$ cat src/rtl/mem_loader_pkg.sv
// mem_loader_pkg: shared types and constants for the byte-stream program loader.
//   state_t      : loader FSM states
//   HDR_*        : frame header codes selecting the target memory
//   WSEL_*       : encodings for the downstream memory write_select input
package mem_loader_pkg;

    typedef enum logic [2:0] {
        IDLE,
        ADDR,
        COUNT,
        DATA,
        WRITE,
        DONE,
        ERR
    } state_t;

    localparam logic [7:0] HDR_INST = 8'h00;
    localparam logic [7:0] HDR_DATA = 8'h01;

    localparam logic [1:0] WSEL_INST = 2'd0;
    localparam logic [1:0] WSEL_DATA = 2'd1;
    localparam logic [1:0] WSEL_NONE = 2'd2;

endpackage

$ cat src/rtl/mem_loader_byte_shift32.sv
// byte_shift32: little-endian byte assembler shared by the address, count and
// payload fields of a frame.
//   clk, rst  : clock, synchronous active-high reset (discards a partial field)
//   i_shift   : accept i_byte this cycle
//   i_byte    : incoming byte, placed at the lane selected by the byte counter
//   i_nbytes  : field length in bytes (2 or 4)
//   o_word    : assembled field including the byte being accepted now
//   o_full    : the byte accepted now completes the field
module byte_shift32 (
    input  logic        clk,
    input  logic        rst,
    input  logic        i_shift,
    input  logic [7:0]  i_byte,
    input  logic [2:0]  i_nbytes,
    output logic [31:0] o_word,
    output logic        o_full
);

    logic [31:0] r_word;
    logic [1:0]  r_cnt;

    // The combined view lets the caller consume a complete field on the same
    // edge that its final byte arrives.
    always_comb begin
        o_word = r_word;
        o_word[{r_cnt, 3'b000} +: 8] = i_byte;
        o_full = i_shift && ({1'b0, r_cnt} == (i_nbytes - 3'd1));
    end

    // Clearing on completion keeps the upper bytes zero for short fields.
    always_ff @(posedge clk) begin
        if (rst) begin
            r_word <= '0;
            r_cnt  <= '0;
        end else if (i_shift) begin
            if (o_full) begin
                r_word <= '0;
                r_cnt  <= '0;
            end else begin
                r_word <= o_word;
                r_cnt  <= r_cnt + 2'd1;
            end
        end
    end

endmodule

$ cat src/rtl/mem_loader.sv
// mem_loader: parses framed byte stream (header, 32-bit start address, 16-bit
// word count, payload) and writes little-endian 32-bit words into instruction
// or data memory at consecutive word addresses, after range checking the frame.
//   clk, rst            : clock, synchronous active-high reset
//   in_data, in_valid   : stream byte and its qualifier
//   in_ready            : byte accepted on edges where in_valid & in_ready
//   mem_addr, mem_wdata : word address and data to the memory
//   mem_wsel            : 0 = instruction, 1 = data, 2 = no write
//   busy                : frame in progress
//   done, err           : one-cycle pulses for completed / rejected frame
module mem_loader
    import mem_loader_pkg::*;
#(
    parameter int INST_SIZE = 4096,
    parameter int DATA_SIZE = 4096
) (
    input  logic        clk,
    input  logic        rst,
    input  logic [7:0]  in_data,
    input  logic        in_valid,
    output logic        in_ready,
    output logic [31:0] mem_addr,
    output logic [31:0] mem_wdata,
    output logic [1:0]  mem_wsel,
    output logic        busy,
    output logic        done,
    output logic        err
);

    state_t      r_state;
    state_t      w_next;
    logic        r_in_ready;
    logic        r_busy;
    logic        r_done;
    logic        r_err;
    logic [1:0]  r_wsel;
    logic [31:0] r_mem_addr;
    logic [31:0] r_mem_wdata;
    logic        r_target;      // 1 = data memory
    logic [31:0] r_addr;        // address of the next word to write
    logic [15:0] r_remain;      // words still to write

    logic        w_accept;
    logic        w_shift;
    logic [2:0]  w_nbytes;
    logic [31:0] w_asm;
    logic        w_full;
    logic [15:0] w_count;
    logic [32:0] w_end;
    logic [32:0] w_limit;
    logic        w_range_ok;

    assign w_accept = in_valid & r_in_ready;
    assign w_count  = w_asm[15:0];

    // 33-bit sum so a start address near 2^32 cannot wrap past the check.
    assign w_end      = {1'b0, r_addr} + {17'd0, w_count};
    assign w_limit    = r_target ? 33'(DATA_SIZE) : 33'(INST_SIZE);
    assign w_range_ok = (w_end <= w_limit);

    byte_shift32 u_shift (
        .clk      (clk),
        .rst      (rst),
        .i_shift  (w_shift),
        .i_byte   (in_data),
        .i_nbytes (w_nbytes),
        .o_word   (w_asm),
        .o_full   (w_full)
    );

    always_comb begin
        w_next   = r_state;
        w_shift  = 1'b0;
        w_nbytes = 3'd4;
        case (r_state)
            IDLE: begin
                if (w_accept) begin
                    if (in_data == HDR_INST || in_data == HDR_DATA) w_next = ADDR;
                    else                                            w_next = ERR;
                end
            end
            ADDR: begin
                w_shift = w_accept;
                if (w_full) w_next = COUNT;
            end
            COUNT: begin
                w_shift  = w_accept;
                w_nbytes = 3'd2;
                if (w_full) begin
                    if (!w_range_ok)          w_next = ERR;
                    else if (w_count == '0)   w_next = DONE;
                    else                      w_next = DATA;
                end
            end
            DATA: begin
                w_shift = w_accept;
                if (w_full) w_next = WRITE;
            end
            WRITE:   w_next = (r_remain == 16'd1) ? DONE : DATA;
            DONE:    w_next = IDLE;
            ERR:     w_next = IDLE;
            default: w_next = IDLE;
        endcase
    end

    // Outputs are decoded from the next state so they are registered yet
    // aligned with the state they describe.
    always_ff @(posedge clk) begin
        if (rst) begin
            r_state     <= IDLE;
            r_in_ready  <= 1'b0;
            r_busy      <= 1'b0;
            r_done      <= 1'b0;
            r_err       <= 1'b0;
            r_wsel      <= WSEL_NONE;
            r_mem_addr  <= '0;
            r_mem_wdata <= '0;
            r_target    <= 1'b0;
            r_addr      <= '0;
            r_remain    <= '0;
        end else begin
            r_state    <= w_next;
            r_in_ready <= (w_next == IDLE) || (w_next == ADDR) ||
                          (w_next == COUNT) || (w_next == DATA);
            r_busy     <= (w_next != IDLE);
            r_done     <= (w_next == DONE);
            r_err      <= (w_next == ERR);
            r_wsel     <= (w_next == WRITE) ? (r_target ? WSEL_DATA : WSEL_INST)
                                            : WSEL_NONE;
            if (r_state == IDLE && w_accept) r_target <= (in_data == HDR_DATA);
            if (r_state == ADDR && w_full)   r_addr   <= w_asm;
            if (r_state == COUNT && w_full)  r_remain <= w_count;
            if (w_next == WRITE) begin
                r_mem_addr  <= r_addr;
                r_mem_wdata <= w_asm;
            end
            if (r_state == WRITE) begin
                r_addr   <= r_addr + 32'd1;
                r_remain <= r_remain - 16'd1;
            end
        end
    end

    assign in_ready  = r_in_ready;
    assign busy      = r_busy;
    assign done      = r_done;
    assign err       = r_err;
    assign mem_wsel  = r_wsel;
    assign mem_addr  = r_mem_addr;
    assign mem_wdata = r_mem_wdata;

endmodule

$ cat config.mk
export PLATFORM = sky130hd
export DESIGN_NAME = mem_loader
export DESIGN_NICKNAME = d
export VERILOG_FILES = /design/src/rtl/mem_loader_pkg.sv /design/src/rtl/mem_loader_byte_shift32.sv /design/src/rtl/mem_loader.sv
export SDC_FILE = /design/constraint.sdc
export NUM_CORES = 1
export LEC_CHECK = 0
export CORE_MARGIN = 4
export CORE_UTILIZATION = 55
export CTS_CLUSTER_DIAMETER = 60
export DETAILED_ROUTE_END_ITERATION = 16
export PLACE_DENSITY = 0.74
export SLEW_MARGIN = 20
export SYNTH_ARGS = -nofsm -noshare
export SYNTH_HDL_FRONTEND = slang
export SYNTH_SLANG_ARGS = --single-unit
$ cat constraint.sdc
create_clock -name clk -period 10.5 [get_ports clk]
set_input_delay 3.15 -clock clk [delete_from_list [all_inputs] [get_ports clk]]
set_output_delay 3.15 -clock clk [all_outputs]
set_load 0.03 [all_outputs]
==> flow_results.xml <==
<?xml version="1.0" encoding="UTF-8"?>
<metrics>
  <group name="run">
    <metric name="timing.max_cap.violations" unit="">0</metric>
  </group>
  <group name="clock_tree">
    <metric name="cts.repair_timing.setup_buffer_count" unit="">0</metric>
    <metric name="worst_skew_pair_later_pin_latency" unit="ns">0.43</metric>
    <metric name="cts_inserted_buffers" unit="">17</metric>
    <metric name="cts_hold_buffers" unit="">0</metric>
    <metric name="bufs_on_longest_clock_path" unit="">2</metric>
    <metric name="cts.root.buffer_cell" unit="">clkbuf_16</metric>
    <metric name="clock_sink_count" unit="">156</metric>
    <metric name="clock_tree_from_tritoncts" unit="">built</metric>
    <metric name="clkSlewWorstSetupHoldPaths" unit="ns">0.07</metric>
    <metric name="post_cts_resized" unit="">0</metric>
    <metric name="cts_max_level" unit="">4</metric>
  </group>
  <group name="grt">
    <metric name="grt_remaining_overflow" unit="">0</metric>
    <metric name="number_of_antenna_violations_at_the_first_check_in_global_routing" unit="">1</metric>
    <metric name="grt_pass1_vias" unit="">8127</metric>
    <metric name="wire_length_of_the_first_global_routing_pass" unit="µm">42800</metric>
    <metric name="maximum_number_of_pins_on_one_net_before_global_route_repair" unit="">97</metric>
    <metric name="grtUsageTotal" unit="%">30.2</metric>
  </group>
  <group name="timing">
    <metric name="timing.fmax" unit="MHz">145</metric>
    <metric name="rsz_0062_raised_after_global_routing" unit="">no</metric>
    <metric name="fin_crit_sh" unit="%">65.9</metric>
    <metric name="relative_slew_margins" unit="%">30.3</metric>
    <metric name="worst_slew_pin_slew" unit="ns">1.04</metric>
    <metric name="fin_worst_skew" unit="ns">0.00791</metric>
    <metric name="timing_hold_violations_final" unit="">0</metric>
    <metric name="final.min_clock_period" unit="ns">6.92</metric>
    <metric name="setup_viol" unit="">0</metric>
    <metric name="maxSlewViolCount" unit="">0</metric>
    <metric name="setup-tns-final" unit="ns">0</metric>
  </group>
  <group name="critical_path">
    <metric name="r2r.worst_path.cells" unit="">14</metric>
    <metric name="critical_register_to_register_path_endpoint" unit="">in_ready$_SDFF_PP0_</metric>
    <metric name="slowest_delay" unit="ns">0.57</metric>
    <metric name="timing.critical_path.from" unit="">in_data[2]</metric>
    <metric name="cpMaxStageDelayCell" unit="">clkdlybuf4s50_1</metric>
    <metric name="critical_path.endpoint_type" unit="">register</metric>
    <metric name="crit_fanout" unit="">6</metric>
    <metric name="path_class" unit="">in2reg</metric>
    <metric name="reg2reg_setup_slack" unit="ns">5.07</metric>
    <metric name="crit_arrival" unit="ns">7.27</metric>
    <metric name="data_required_critical_path" unit="ns">10.86</metric>
    <metric name="worstPathCellList" unit="">clkdlybuf4s50_1, nand3_1, o21ai_1, ha_1, nor2b_1, o2111ai_1, a21oi_1, a2111oi_1, a31oi_1, or3_1, or4_4, a211oi_2</metric>
    <metric name="r2r_start" unit="">u_shift.r_cnt[0]$_SDFFE_PP0P_</metric>
    <metric name="timing.critical_path.from_type" unit="">primary input</metric>
  </group>
  <group name="power_and_ir_drop">
    <metric name="switching_share" unit="%">26.8</metric>
    <metric name="p_seq_share" unit="%">44.3</metric>
    <metric name="pwr-share-comb" unit="%">9.8</metric>
    <metric name="leakagePower" unit="nW">3.45</metric>
    <metric name="post_layout_total_power" unit="mW">1.38</metric>
    <metric name="total_switching_power" unit="mW">0.370</metric>
    <metric name="vdd.ir_drop.worst" unit="µV">110</metric>
    <metric name="internal-power" unit="mW">1.01</metric>
    <metric name="power_frac_clock" unit="%">46.0</metric>
    <metric name="power.density_cell_area" unit="mW/mm²">138</metric>
  </group>
  <group name="floorplanning">
    <metric name="fp.dieArea" unit="mm²">0.0176</metric>
    <metric name="die_height" unit="µm">133</metric>
    <metric name="core-area" unit="mm²">0.0152</metric>
    <metric name="die_width" unit="µm">133</metric>
    <metric name="starting_utilization_of_the_core_area" unit="%">56.1</metric>
    <metric name="std_cell_rows" unit="">45</metric>
    <metric name="boundaryPins" unit="">81</metric>
  </group>
  <group name="outcome">
    <metric name="run_status" unit="">complete, no violations</metric>
  </group>
  <group name="place">
    <metric name="dp_hpwl" unit="µm">18400</metric>
    <metric name="placed_cells" unit="">1372</metric>
    <metric name="numPortBuffers" unit="">80</metric>
    <metric name="gp_congestion" unit="">0.921</metric>
  </group>
  <group name="layout">
    <metric name="areaGrowthSynthToFinish" unit="%">17.5</metric>
    <metric name="most_frequent_cells_in_the_layout" unit="">156 x dfxtp_1, 150 x nor2_1, 148 x nand2_1, 132 x a21oi_1, 79 x clkdlybuf4s50_1</metric>
    <metric name="finalNetCount" unit="">1239</metric>
    <metric name="finalNonFillerCells" unit="">1404</metric>
    <metric name="n_antenna_cell" unit="">0</metric>
    <metric name="post_route_cells_drive_above_1_share" unit="%">6.25</metric>
    <metric name="commonest_non_fill_non_tap_cell_in_the_layout" unit="">dfxtp_1</metric>
    <metric name="fin_util" unit="%">65.9</metric>
    <metric name="fillerInstances" unit="">1389</metric>
  </group>
  <group name="synth">
    <metric name="synth.yosys.warnings" unit="">0</metric>
    <metric name="nets_in_the_synthesized_netlist" unit="">1199</metric>
    <metric name="netlist-cell-type-count" unit="">69</metric>
    <metric name="yosys_most_used_dff" unit="">dfxtp_1</metric>
    <metric name="async_reset_ff_share" unit="%">0</metric>
    <metric name="mappedNetlistArea" unit="mm²">0.00853</metric>
    <metric name="post_synth_inst_count" unit="">1163</metric>
    <metric name="synth_area_per_cell" unit="µm²">7.33</metric>
    <metric name="synth-edff-count" unit="">0</metric>
    <metric name="ys_ff_latch" unit="">156</metric>
    <metric name="seq_area_frac_synth" unit="%">36.6</metric>
  </group>
  <group name="routing">
    <metric name="dr.pass1.iters" unit="">7</metric>
    <metric name="vias" unit="">8941</metric>
    <metric name="postRouteWirelength" unit="µm">26900</metric>
    <metric name="drt.antenna.violating_nets" unit="">0</metric>
    <metric name="viasPerCell" unit="">6.37</metric>
    <metric name="post-route-drc-count" unit="">0</metric>
    <metric name="routed_wirelength_normalized_by_instance_count" unit="µm">19.1</metric>
    <metric name="detailed_route_iter0_violations" unit="">1154</metric>
  </group>
  <group name="min_path">
    <metric name="hold_path.class" unit="">reg2reg</metric>
    <metric name="hold-path-cell-count" unit="">2</metric>
    <metric name="timing.hold.worst_endpoint" unit="">u_shift.r_word[5]$_SDFFE_PP0P_</metric>
    <metric name="hold_path_startpoint" unit="">u_shift.r_word[5]$_SDFFE_PP0P_</metric>
  </group>
</metrics>
cells in the mapped netlist, types with 7 or more instances:
library cell | instances | area, µm²
dfxtp_1 | 156 | 3120
nor2_1 | 151 | 567
nand2_1 | 148 | 556
a21oi_1 | 132 | 661
clkbuf_1 | 66 | 248
nor3_1 | 64 | 320
nand3_1 | 55 | 275
inv_1 | 46 | 173
o21ai_0 | 34 | 170
ha_1 | 24 | 300
a211oi_1 | 21 | 158
nand4_1 | 16 | 100
o211ai_1 | 14 | 105
and3_1 | 13 | 81.3
a22oi_1 | 12 | 90.1
a31oi_1 | 12 | 75.1
nor4_1 | 12 | 75.1
o21ai_1 | 12 | 60.1
o31ai_1 | 12 | 90.1
o22ai_1 | 11 | 68.8
buf_2 | 9 | 45.0
o21a_1 | 9 | 67.6
a2111oi_0 | 8 | 70.1
a21o_1 | 7 | 52.6
nand2b_1 | 7 | 43.8
nor2b_1 | 7 | 43.8
xnor2_1 | 7 | 61.3
worst max-delay path: cells and delay by family:
family / cells / cell delay, ns
AOI/OAI and AO/OA: 6 / 1.79
adders and majority gates: 1 / 0.43
buffers and inverters: 1 / 0.57
and+or+nand+nor: 4 / 1.32
state kept, by name, indices dropped and copies added, names as in the netlist, 2 cells and up:
name            cells
u_shift.r_cnt       2
r_addr             32
r_state             3
u_shift.r_word     32
r_remain           16
mem_addr           32
mem_wsel            2
mem_wdata          32
per-layer routing:
layer	part of all wire, %	up-vias	track usage (%)	wire length (µm)
met4	4.0	2	13.2	1070
met5	0.048	-	0	13
met2	44	414	45.3	11800
met3	8.8	88	7.45	2360
li1	-	4241	-	-
met1	43	4196	41.2	11600
kinds of logic (layout without fill, tap and decap cells):
family,count (synthesis),count (layout),share of synthesized area [%]
buf+inv,128,181,5.85
xor+xnor,13,13,1.33
simple gates,514,514,28.0
mux,4,4,0.484
flops,156,156,36.6
compound gates,323,323,23.9
fa+ha+maj,25,25,3.76
through the flow:
stage | instance area, µm² | hold slack, ns | setup slack [ns]
after CTS | 10000 | 0.452 | 3.69
after floorplan | 8530 | 0.427 | 4.25
after global placement | 9420 | 0.440 | 3.30
after detailed placement | 9420 | 0.444 | 3.24
after global routing | 10000 | 0.468 | 3.31
final | 10000 | 0.451 | 3.58
power groups by stage:
stage / registers [mW] / logic, mW / clock network [mW]
finish: 0.611 / 0.135 / 0.634
global route: 0.612 / 0.146 / 0.666
CTS: 0.610 / 0.131 / 0.641
detailed placement: 0.623 / 0.130 / 0
global placement: 0.623 / 0.130 / 0
floorplan: 0.621 / 0.0940 / 0
how the worst max path moves through the flow:
stage	endpoint	slack (ns)
detailed placement	in_ready$_SDFF_PP0_	3.24
floorplan	in_ready$_SDFF_PP0_	4.25
global placement	in_ready$_SDFF_PP0_	3.30
CTS	in_ready$_SDFF_PP0_	3.69
global route	in_ready$_SDFF_PP0_	3.31
finish	in_ready$_SDFF_PP0_	3.58
area by class of cell:
class                           count  area, µm²  area share [%]
Sequential cell                   156       3120            31.2
Inverter                           49        184            1.83
Clock inverter                     13        158            1.57
Multi-Input combinational cell    879       4930            49.2
Tap cell                          188        235            2.35
Clock buffer                       19        443            4.42
Timing Repair Buffer              100        948            9.46
(Power assumes the default switching activity.)
